==> src/rtl/mem_stage_pkg.sv <==
// Shared definitions for the memory-access stage: op encodings, FSM states
// and the size/store/sign decode helpers used by the stage and its lane aligner.
package mem_stage_pkg;

  localparam int OP_W = 4;

  typedef enum logic [OP_W-1:0] {
    MEM_NONE = 4'd0,
    MEM_LB   = 4'd1,
    MEM_LH   = 4'd2,
    MEM_LW   = 4'd3,
    MEM_LD   = 4'd4,
    MEM_LBU  = 4'd5,
    MEM_LHU  = 4'd6,
    MEM_LWU  = 4'd7,
    MEM_SB   = 4'd8,
    MEM_SH   = 4'd9,
    MEM_SW   = 4'd10,
    MEM_SD   = 4'd11
  } mem_op_e;

  typedef enum logic [1:0] {
    ST_IDLE = 2'd0,
    ST_REQ  = 2'd1,
    ST_HOLD = 2'd2
  } state_e;

  localparam logic [1:0] SIZE_B = 2'd0;
  localparam logic [1:0] SIZE_H = 2'd1;
  localparam logic [1:0] SIZE_W = 2'd2;
  localparam logic [1:0] SIZE_D = 2'd3;

  // Codes 12..15 are unused and behave like MEM_NONE.
  function automatic logic op_is_mem(input logic [OP_W-1:0] op);
    return (op >= MEM_LB) && (op <= MEM_SD);
  endfunction

  function automatic logic op_is_store(input logic [OP_W-1:0] op);
    return (op >= MEM_SB) && (op <= MEM_SD);
  endfunction

  function automatic logic op_is_signed(input logic [OP_W-1:0] op);
    return (op == MEM_LB) || (op == MEM_LH) || (op == MEM_LW);
  endfunction

  // log2 of the access size in bytes.
  function automatic logic [1:0] op_size_log2(input logic [OP_W-1:0] op);
    logic [1:0] sl;
    case (op)
      MEM_LB, MEM_LBU, MEM_SB: sl = SIZE_B;
      MEM_LH, MEM_LHU, MEM_SH: sl = SIZE_H;
      MEM_LW, MEM_LWU, MEM_SW: sl = SIZE_W;
      default:                 sl = SIZE_D;
    endcase
    return sl;
  endfunction

endpackage

==> src/rtl/mem_lane_align.sv <==
// Combinational byte-lane steering: store mask/data placement, load
// extraction with sign/zero extension, and misalignment detection.
module mem_lane_align
  import mem_stage_pkg::*;
#(
  parameter int XLEN = 64
) (
  input  logic [OP_W-1:0] op,
  input  logic [2:0]      off,
  input  logic [XLEN-1:0] store_data,
  input  logic [XLEN-1:0] rdata,
  output logic [7:0]      wmask,
  output logic [XLEN-1:0] wdata,
  output logic [XLEN-1:0] ldata,
  output logic            misalign
);

  function automatic logic [XLEN-1:0] extend(input logic [XLEN-1:0] d,
                                             input logic [1:0]      sl,
                                             input logic            sgn);
    logic [XLEN-1:0] r;
    case (sl)
      SIZE_B:  r = {{(XLEN-8){sgn & d[7]}}, d[7:0]};
      SIZE_H:  r = {{(XLEN-16){sgn & d[15]}}, d[15:0]};
      SIZE_W:  r = {{(XLEN-32){sgn & d[31]}}, d[31:0]};
      default: r = d;
    endcase
    return r;
  endfunction

  logic [1:0]      size_log2;
  logic [7:0]      lane_bits;
  logic [2:0]      align_mask;
  logic [5:0]      bit_shift;
  logic [XLEN-1:0] rdata_shifted;

  always_comb begin
    size_log2 = op_size_log2(op);
    case (size_log2)
      SIZE_B:  begin lane_bits = 8'h01; align_mask = 3'b000; end
      SIZE_H:  begin lane_bits = 8'h03; align_mask = 3'b001; end
      SIZE_W:  begin lane_bits = 8'h0F; align_mask = 3'b011; end
      default: begin lane_bits = 8'hFF; align_mask = 3'b111; end
    endcase
    bit_shift     = {off, 3'b000};
    misalign      = op_is_mem(op) && ((off & align_mask) != 3'b000);
    wmask         = op_is_store(op) ? (lane_bits << off) : 8'h00;
    wdata         = store_data << bit_shift;
    rdata_shifted = rdata >> bit_shift;
    ldata         = extend(rdata_shifted, size_log2, op_is_signed(op));
  end

endmodule

==> src/rtl/mem_stage.sv <==
// Memory-access stage: single-outstanding req/ack data port plus a
// valid/ready write-back record for the register-file stage.
module mem_stage
  import mem_stage_pkg::*;
#(
  parameter int XLEN   = 64,
  parameter int REG_AW = 5
) (
  input  logic              clk,
  input  logic              rst_n,
  input  logic              in_valid,
  output logic              in_ready,
  input  logic [XLEN-1:0]   in_alu_res,
  input  logic [XLEN-1:0]   in_store_data,
  input  logic [OP_W-1:0]   in_mem_op,
  input  logic [REG_AW-1:0] in_rd_addr,
  input  logic              in_rd_wen,
  output logic              out_valid,
  input  logic              out_ready,
  output logic [REG_AW-1:0] out_rd_addr,
  output logic              out_rd_wen,
  output logic [XLEN-1:0]   out_rd_data,
  output logic              out_misalign,
  output logic              dmem_req,
  output logic              dmem_we,
  output logic [XLEN-1:0]   dmem_addr,
  output logic [XLEN-1:0]   dmem_wdata,
  output logic [7:0]        dmem_wmask,
  input  logic              dmem_ack,
  input  logic [XLEN-1:0]   dmem_rdata
);

  state_e            state;
  logic [OP_W-1:0]   op_p1;
  logic [2:0]        off_p1;
  logic [REG_AW-1:0] rd_addr_p1;
  logic              rd_wen_p1;

  logic [OP_W-1:0]   la_op;
  logic [2:0]        la_off;
  logic [7:0]        la_wmask;
  logic [XLEN-1:0]   la_wdata;
  logic [XLEN-1:0]   la_ldata;
  logic              la_misalign;

  logic              accept;
  logic              wen_p0;

  // HOLD accepts like IDLE: the pending record retires in the same cycle
  // out_ready is seen, so the slot is free for the next operation.
  assign in_ready = (state != ST_REQ) && (!out_valid || out_ready);
  assign accept   = in_valid && in_ready;
  assign wen_p0   = in_rd_wen && (in_rd_addr != '0) && !op_is_store(in_mem_op);

  // One aligner serves both phases: incoming op at accept, held op at ack.
  assign la_op  = (state == ST_REQ) ? op_p1  : in_mem_op;
  assign la_off = (state == ST_REQ) ? off_p1 : in_alu_res[2:0];

  mem_lane_align #(.XLEN(XLEN)) u_lane (
    .op         (la_op),
    .off        (la_off),
    .store_data (in_store_data),
    .rdata      (dmem_rdata),
    .wmask      (la_wmask),
    .wdata      (la_wdata),
    .ldata      (la_ldata),
    .misalign   (la_misalign)
  );

  // p0 -> p1: operation context held for the duration of the access
  always_ff @(posedge clk) begin
    if (accept) begin
      op_p1      <= in_mem_op;
      off_p1     <= in_alu_res[2:0];
      rd_addr_p1 <= in_rd_addr;
      rd_wen_p1  <= wen_p0;
    end
  end

  always_ff @(posedge clk or negedge rst_n) begin
    if (!rst_n) begin
      state        <= ST_IDLE;
      out_valid    <= 1'b0;
      out_rd_addr  <= '0;
      out_rd_wen   <= 1'b0;
      out_rd_data  <= '0;
      out_misalign <= 1'b0;
      dmem_req     <= 1'b0;
      dmem_we      <= 1'b0;
      dmem_addr    <= '0;
      dmem_wdata   <= '0;
      dmem_wmask   <= 8'h00;
    end else begin
      case (state)
        ST_REQ: begin
          if (dmem_ack) begin
            dmem_req     <= 1'b0;
            dmem_we      <= 1'b0;
            dmem_wmask   <= 8'h00;
            out_valid    <= 1'b1;
            out_rd_addr  <= rd_addr_p1;
            out_misalign <= 1'b0;
            out_rd_wen   <= op_is_store(op_p1) ? 1'b0 : rd_wen_p1;
            out_rd_data  <= op_is_store(op_p1) ? '0 : la_ldata;
            state        <= ST_HOLD;
          end
        end
        default: begin
          if (out_valid && out_ready) begin
            out_valid <= 1'b0;
            state     <= ST_IDLE;
          end
          if (accept) begin
            if (!op_is_mem(in_mem_op)) begin
              out_valid    <= 1'b1;
              out_rd_addr  <= in_rd_addr;
              out_rd_wen   <= wen_p0;
              out_rd_data  <= in_alu_res;
              out_misalign <= 1'b0;
            end else if (la_misalign) begin
              out_valid    <= 1'b1;
              out_rd_addr  <= in_rd_addr;
              out_rd_wen   <= 1'b0;
              out_rd_data  <= in_alu_res;
              out_misalign <= 1'b1;
            end else begin
              state      <= ST_REQ;
              dmem_req   <= 1'b1;
              dmem_we    <= op_is_store(in_mem_op);
              dmem_addr  <= {in_alu_res[XLEN-1:3], 3'b000};
              dmem_wdata <= la_wdata;
              dmem_wmask <= la_wmask;
            end
          end
        end
      endcase
    end
  end

endmodule
==> config.mk <==
export PLATFORM = sky130hd
export DESIGN_NAME = mem_stage
export DESIGN_NICKNAME = d
export VERILOG_FILES = /design/src/rtl/mem_stage_pkg.sv /design/src/rtl/mem_lane_align.sv /design/src/rtl/mem_stage.sv
export SDC_FILE = /design/constraint.sdc
export NUM_CORES = 1
export LEC_CHECK = 0
export ABC_AREA = 1
export CAP_MARGIN = 20
export CORE_MARGIN = 2
export CORE_UTILIZATION = 40
export CTS_CLUSTER_SIZE = 12
export DETAILED_ROUTE_END_ITERATION = 10
export PLACE_DENSITY = 0.78
export SYNTH_ARGS = -nofsm -noshare
export SYNTH_HDL_FRONTEND = slang
export SYNTH_SLANG_ARGS = --single-unit
==> constraint.sdc <==
create_clock -name clk -period 2.8 [get_ports clk]
set_input_delay 0.28 -clock clk [delete_from_list [all_inputs] [get_ports clk]]
set_output_delay 0.28 -clock clk [all_outputs]
set_load 0.02 [all_outputs]
# Word level (Yosys, flattened, before mapping)
# Memory sizes are Yosys's and may differ from the RTL's.
# Cells that the tools add are included.
[totals] register_bits=222 romBits=32 input_bits=207 out_inout_bits=211 elab_cells=120 n_memories=1
[memory_table] name="(name not given)" words=16 width=2 read_ports=1 rd_ports_with_merged_regs=0 write_ports=0 line_no="mem_stage_pkg.sv:49" rtl="case (op)"
[classes] order_cmp=8 n_eq_ne=10 shift=3 n_mux=53 bitwise_logic=6 reduce_logical=24
[op_table] cell="two-way mux 64 bit" count=6
[op_table] cell="case mux 64 bit (3 select lines)" count=1
[op_table] cell="left shift 64 x 6 -> 64 bit" count=1
[op_table] cell="right shift 64 x 6 -> 64 bit" count=1
[op_table] cell="two-way mux 8 bit" count=6
[op_table] cell="two-way mux 1 bit" count=25
[op_table] cell="two-way mux 5 bit" count=5
[op_table] cell="case mux 8 bit (3 select lines)" count=1
[op_table] cell=">= comparator 4 bit, second input constant" count=3
[op_table] cell="<= comparator 4 bit, second input constant" count=3
[op_table] cell="two-way mux 2 bit" count=6
[op_table] cell="logical AND 1 bit" count=11
[op_table] cell="case mux 3 bit (3 select lines)" count=1
[op_table] cell="== test 4 x 2 -> 1 bit, second input constant" count=2
[op_table] cell=">= comparator 4 x 1 -> 1 bit, second input constant" count=2
[op_table] cell="AND reduction 4 bit" count=2
[op_table] cell="left shift 8 x 3 -> 8 bit" count=1
[op_table] cell="nonzero test 5 bit" count=1
[op_table] cell="== test 2 x 1 -> 1 bit, second input constant" count=2
[op_table] cell="== test 4 x 1 -> 1 bit, second input constant" count=1
[op_table] cell="two-way mux 4 bit" count=1
[op_table] cell="!= test 2 x 1 -> 1 bit, second input constant" count=2
[op_table] cell="nonzero test 2 bit" count=2
[op_table] cell="AND 1 bit" count=3
[op_table] cell="11 further kinds" count=15

# Longest topological paths before layout
# An unclocked memory read counts as a cell.
[depth] word_depth=12 depth_mapped=21 mapped_depth_nobuf=18

# By module
# Synthesis repeated with hierarchy kept, for this count alone.
[unflattened] cells_unflattened=2044 hier_area_um2=14024.7
[by_module_without_submodules] module="mem_stage" instances=1 cells_per_inst=1126 area_each_um2=9574.2 seq_area_each_um2=5620.4
[by_module_without_submodules] module="mem_lane_align" instances=1 cells_per_inst=918 area_each_um2=4450.5 seq_area_each_um2=0.0

# Least setup slack after synthesis
# No wires, ideal clock.
[synth_path] path_type="reg-to-reg" start="register state[0]" end="register dmem_wdata[59]" setup_ns=0.123 arrival_ns=2.215 required_time_ns=2.677 slack_ns=0.462 path_stages_with_launch=13 path_buffers=4 synth_period_minus_slack_ns=2.338 path_cell_list="dfrtp_1 > buf_4 > nand2_4 > buf_2 > o21ai_0 > inv_1 > nand2_1 > inv_1 > nand3_4 > buf_4 > buf_4 > nand2_1 > o21ai_1"
[synth_between] elab_cells_between_ends=21 cone_classes="order compare: 2; eq/ne: 4; shift: 1; mux: 3; bitwise: 3; reduce/logical: 7; memory: 1"
[synth_rtl] element="start, declared" line_no="mem_stage.sv:33" rtl="state_e state;"
[synth_rtl] element="start signal, assigned" line_no="mem_stage.sv:82" rtl="state <= ST_IDLE;"
[synth_rtl] element="start signal, assigned" line_no="mem_stage.sv:105" rtl="state <= ST_HOLD;"
[synth_rtl] element="start signal, assigned" line_no="mem_stage.sv:111" rtl="state <= ST_IDLE;"
[synth_rtl] element="!= test 2 x 1 -> 1 bit" line_no="mem_stage.sv:51" rtl="assign in_ready = (state != ST_REQ) && (!out_valid || out_ready);"
[synth_rtl] element="logical AND 1 bit" line_no="mem_stage.sv:51"
[synth_rtl] element="via in_ready" line_no="mem_stage.sv:12" rtl="output logic in_ready,"
[synth_rtl] element="logical AND 1 bit" line_no="mem_stage.sv:52" rtl="assign accept = in_valid && in_ready;"
[synth_rtl] element="via accept" line_no="mem_stage.sv:46" rtl="logic accept;"
[synth_rtl] element="AND reduction 4 bit (no line)"
[synth_rtl] element="end signal, assigned" line_no="mem_stage.sv:131" rtl="dmem_wdata <= la_wdata;"
[synth_rtl] element="end, declared" line_no="mem_stage.sv:27" rtl="output logic [XLEN-1:0] dmem_wdata,"
# The timed path passes the listed nets, and every way through them passes these cells.
# A chain may end at the register's enable or synchronous reset.

# Worst setup path after layout
[layout_path] start="register state[0]" end="register out_rd_data[25]"
[layout_between] elab_chain_cells=10 elab_cells_between_ends=33 cone_classes="order compare: 2; eq/ne: 9; shift: 1; mux: 7; bitwise: 3; reduce/logical: 10; memory: 1"
[layout_lines] element="== test 2 x 1 -> 1 bit" line_no="mem_stage.sv:56, mem_stage.sv:57, mem_stage.sv:94"
[layout_lines] element="two-way mux 4 bit" line_no="mem_stage.sv:56" rtl="assign la_op = (state == ST_REQ) ? op_p1 : in_mem_op;"
[layout_lines] element="memory (16 x 2 bit) (tied with other cells)"
[layout_lines] element="== test 2 bit (tied with other cells)" line_no="mem_lane_align.sv:22, mem_lane_align.sv:39"
[layout_lines] element="case mux 3 bit (3 select lines) / logical OR 1 bit (equally long branches)" line_no="mem_lane_align.sv:39, mem_stage_pkg.sv:43"
[layout_lines] element="AND 3 bit (tied with other cells)" line_no="mem_lane_align.sv:46" rtl="misalign = op_is_mem(op) && ((off & align_mask) != 3'b000);"
[layout_lines] element="nonzero test 3 bit / case mux 64 bit (3 select lines) (equally long branches)" line_no="mem_lane_align.sv:46, mem_lane_align.sv:22"
[layout_lines] element="logical AND 1 bit / two-way mux 64 bit (equally long branches)" line_no="mem_lane_align.sv:46, mem_stage.sv:104"
[layout_lines] element="!= test 3 bit (no line) / two-way mux 64 bit (equally long branches)"
[layout_lines] element="AND reduction 3 bit (no line) / two-way mux 64 bit (equally long branches)"
[layout_lines] element="end signal, assigned" line_no="mem_stage.sv:104" rtl="out_rd_data <= op_is_store(op_p1) ? '0 : la_ldata;"
[layout_lines] element="end signal, assigned" line_no="mem_stage.sv:118" rtl="out_rd_data <= in_alu_res;"
[layout_lines] element="end signal, assigned" line_no="mem_stage.sv:124" rtl="out_rd_data <= in_alu_res;"
[layout_lines] element="end, declared" line_no="mem_stage.sv:22" rtl="output logic [XLEN-1:0] out_rd_data,"
# Parallel ways exist; a longest one is shown, timed or not. The select of a mux whose other input is x is not followed.

==> key figures <==
Routing
  – Routed vias: between 15,000 and 20,000
  – Via density: 5.29
  – DR WL/cell: about 19 um
  – DRC errors left: 0
  – DRT Pass-1 Iters: 6
  – Post-route ant nets: 0
  – Final WL: about 55,000 um
  – 1st-iter DRT viols: roughly 1,500

Place
  – Area after DPL: about 0.018 sq mm
  – # port buffers: 414
  – Routability congestion estimate: 0.988
  – Post-DP HPWL: around 42,000 um

Logic synthesis
  – Largest family of logic cells by synthesized area: simple AND/OR/NAND/NOR gates
  – Synth Register Bits: about 220
  – Synth Instances: between 2,000 and 2,500
  – Mux cell area share after synthesis: less than 1%
  – Synth area leader: dfrtp_1
  – Synthesized area per cell: roughly 6.7 sq um
  – EDFF count, synth: 13
  – Post-synthesis compound-gate area fraction: between 10% and 20%
  – Post-synthesis sequential area ratio: approximately two fifths
  – Post-synth top area share: between 30% and 40%
  – Count leader, synth: nand2_1
  – Asr flop ratio synth: between 90 and 100%
  – Synth Area in XOR/XNOR: 0%
  – Synth cell types: 39
  – Synth area leaders: dfrtp_1 39%, nand2_1 23%, o21ai_0 6.5%, nand3_1 5.7%, inv_1 4.4%
  – Post-Synth Simple-Gate Area: about a third
  – Synth Warn #: 0
  – Ys flop type: dfrtp_1
  – List of most frequent post-synthesis cells: 841 x nand2_1, 209 x dfrtp_1, 176 x o21ai_0
  – Post-synthesis adder-cell area fraction: less than 1%
  – Post-synthesis cell area: around 0.014 sq mm

CTS
  – CTS Buf Count: 27
  – CTS tree: built
  – Clock root cell: clkbuf_16
  – H-tree depth: 1
  – Clock Tree Buf Depth: 3
  – Sink Count: ~220
  – Worst-Skew Late Latency: approximately 0.54 ns
  – Clk pin slew, worst setup/hold paths: approximately 0.06 ns

Layout
  – Share of cells above drive strength 1: 6.41%
  – Final Cell Area: between 0.015 and 0.02 sq mm
  – Util after Layout: roughly 57%
  – Layout overhead on the synthesized area: 42.1%
  – Post-layout nets: 2,591

STA
  – FMAX: about 0.38 GHz
  – Unrepaired setup endpoints after global routing: true
  – Setup violators final: 0
  – Max_slew headroom: between 50% and 60%
  – Layout Skew: around 0.010 ns
  – Max-slew violation count: 0
  – Crit share post-route: ~95%
  – Hold Fails Final Rpt: 0
  – Final min period: ~2.7 ns
  – Worst slew pin tran: between 0.6 and 0.7 ns

Power and ir drop
  – Overall power: around 22,000 uW
  – Max IR drop VDD: 0.690 mV
  – Power density cells: 1170 mW/mm^2
  – Leakage: ~0.0095 uW

Global routing
  – Via count of the first global-routing pass: approximately 15,000
  – Global-route wire length before repair: about 85,000 um
  – GRT Total Usage: about 31%
  – Largest net degree at the start of global routing: 93
  – Antenna violations before repair: 10
  – Grt ovf: 0

Floorplan
  – Initial Util: around 40%
  – Die Span Y: 188 um
  – Die area: around 0.035 sq mm
  – Chip width: 188 um
  – Core Region: ~0.033 sq mm
  – Io pins: ~420
  – Row count: 67

Flow run
  – Max-Cap Viols: 0

Worst setup path
  – Endpoint class of the critical path: register
  – Required @ worst endpoint: between 3 and 4 ns
  – CP Max Fanout: 14
  – Reg2Reg Setup Slack: ~0.15 ns
  – Crit path launch type: register
  – WP data arrival: between 3 and 4 ns
  – Worst Path Class, Setup: register to register

Outcome
  – Status: finished, final reports clean

Worst hold path
  – HP Class: input pin to asynchronous set/reset pin
[report_power, final]
part | internal, uW | switching [uW]
combinational | 5170 | 8170
sequential | 4660 | 918
clock | 2180 | 1390
[critical path, stage by stage, from the launching register on]
cell	delay, ns
dfrtp_2	0.48
nand2_4	0.15
buf_4	0.22
nand2_8	0.10
nand2_8	0.15
inv_2	0.07
nand2_1	0.15
buf_4	0.20
clkinv_1	0.11
buf_6	0.17
nand2_1	0.11
a21oi_1	0.07
o21ai_0	0.11
buf_4	0.15
nand2_1	0.06
nand2_1	0.08
nand2_1	0.05
nand2_1	0.05
nand2_1	0.05
[metrics by stage]
stage               instances  TNS, ns  worst slack, ns  hold WS, ns
floorplan                2011        0            0.462      -0.0156
global placement         2799  -0.0125          -0.0125        0.280
detailed placement       2799   -0.869          -0.0749        0.287
CTS                      2849        0           0.0425        0.300
global route             2858  -0.0108         -0.00546        0.330
finish                   2859        0            0.146        0.307
[final timing paths]
| path | startpoint | to | cells after the start |
|---|---|---|---|
| worst max register to register | state[0] | out_rd_data[25] | 18 |
| worst min-delay path | rst_n | dmem_wdata[23] | 2 |
| max in group asynchronous | rst_n | out_rd_data[20] | 3 |
| worst max-delay path | state[0] | out_rd_data[25] | 18 |
| min in group clk | in_alu_res[29] | dmem_addr[29] | 3 |
| worst min register to register | dmem_wdata[11] | dmem_wdata[11] | 2 |
[cells in the final DEF (no fill, tap or decap), types with 15 or more instances in the layout]
master           netlist  routed
o21ai_0              176     173
nand3_1              155     155
clkdlybuf4s50_1        0     413
inv_1                159     159
a21oi_1               33      32
o21ai_1              106     109
o211ai_1              28      28
buf_12                 0      15
nand2_1              841     839
nor2_1                81      80
clkbuf_16              0      28
dfrtp_1              209     208
buf_4                 27      44
[cell type report]
class / instances / area [sq um]
repair buffers: 481 / 4910
clock buffers: 37 / 763
fillers: 3157 / 14200
inverters: 165 / 622
flip-flops and latches: 222 / 5620
diodes: 9 / 22.5
clock inverters: 12 / 149
well taps: 448 / 561
multi-input cells: 1485 / 6580
[flip-flops by register name, summed over array words and instances, names as in the netlist, 2 cells and up]
register	count
dmem_addr	61
dmem_wdata	64
dmem_wmask	8
off_p1	3
op_p1	4
out_rd_addr	5
out_rd_data	64
rd_addr_p1	5
state	2
[kinds of logic after synthesis]
kind of cell	count (synthesis)
fa+ha+maj	2
compound gates	361
buf+inv	304
other cells	1
mux	4
flops	222
simple gates	1115
[layer usage]
| layer | wire length (um) | part of all wire [%] | global-route usage [%] | vias to the layer above |
|---|---|---|---|---|
| li1 | - | - | - | 7156 |
| met1 | 23500 | 43 | 41.7 | 7151 |
| met2 | 25400 | 46 | 48.8 | 686 |
| met3 | 4270 | 7.7 | 5.02 | 118 |
| met4 | 2100 | 3.8 | 12.5 | 4 |
| met5 | 29 | 0.052 | 0 | - |
[repair_timing]
action | CTS | global route
endpoints found under the setup margin | 3 | 118
buffers inserted | 0 | 0
gates resized for setup | 2 | 15
hold buffers | 1 | 0
gates cloned | 0 | 1
endpoints found under the hold margin | 64 | 0
No activity file was read; power rests on OpenSTA's default activity.
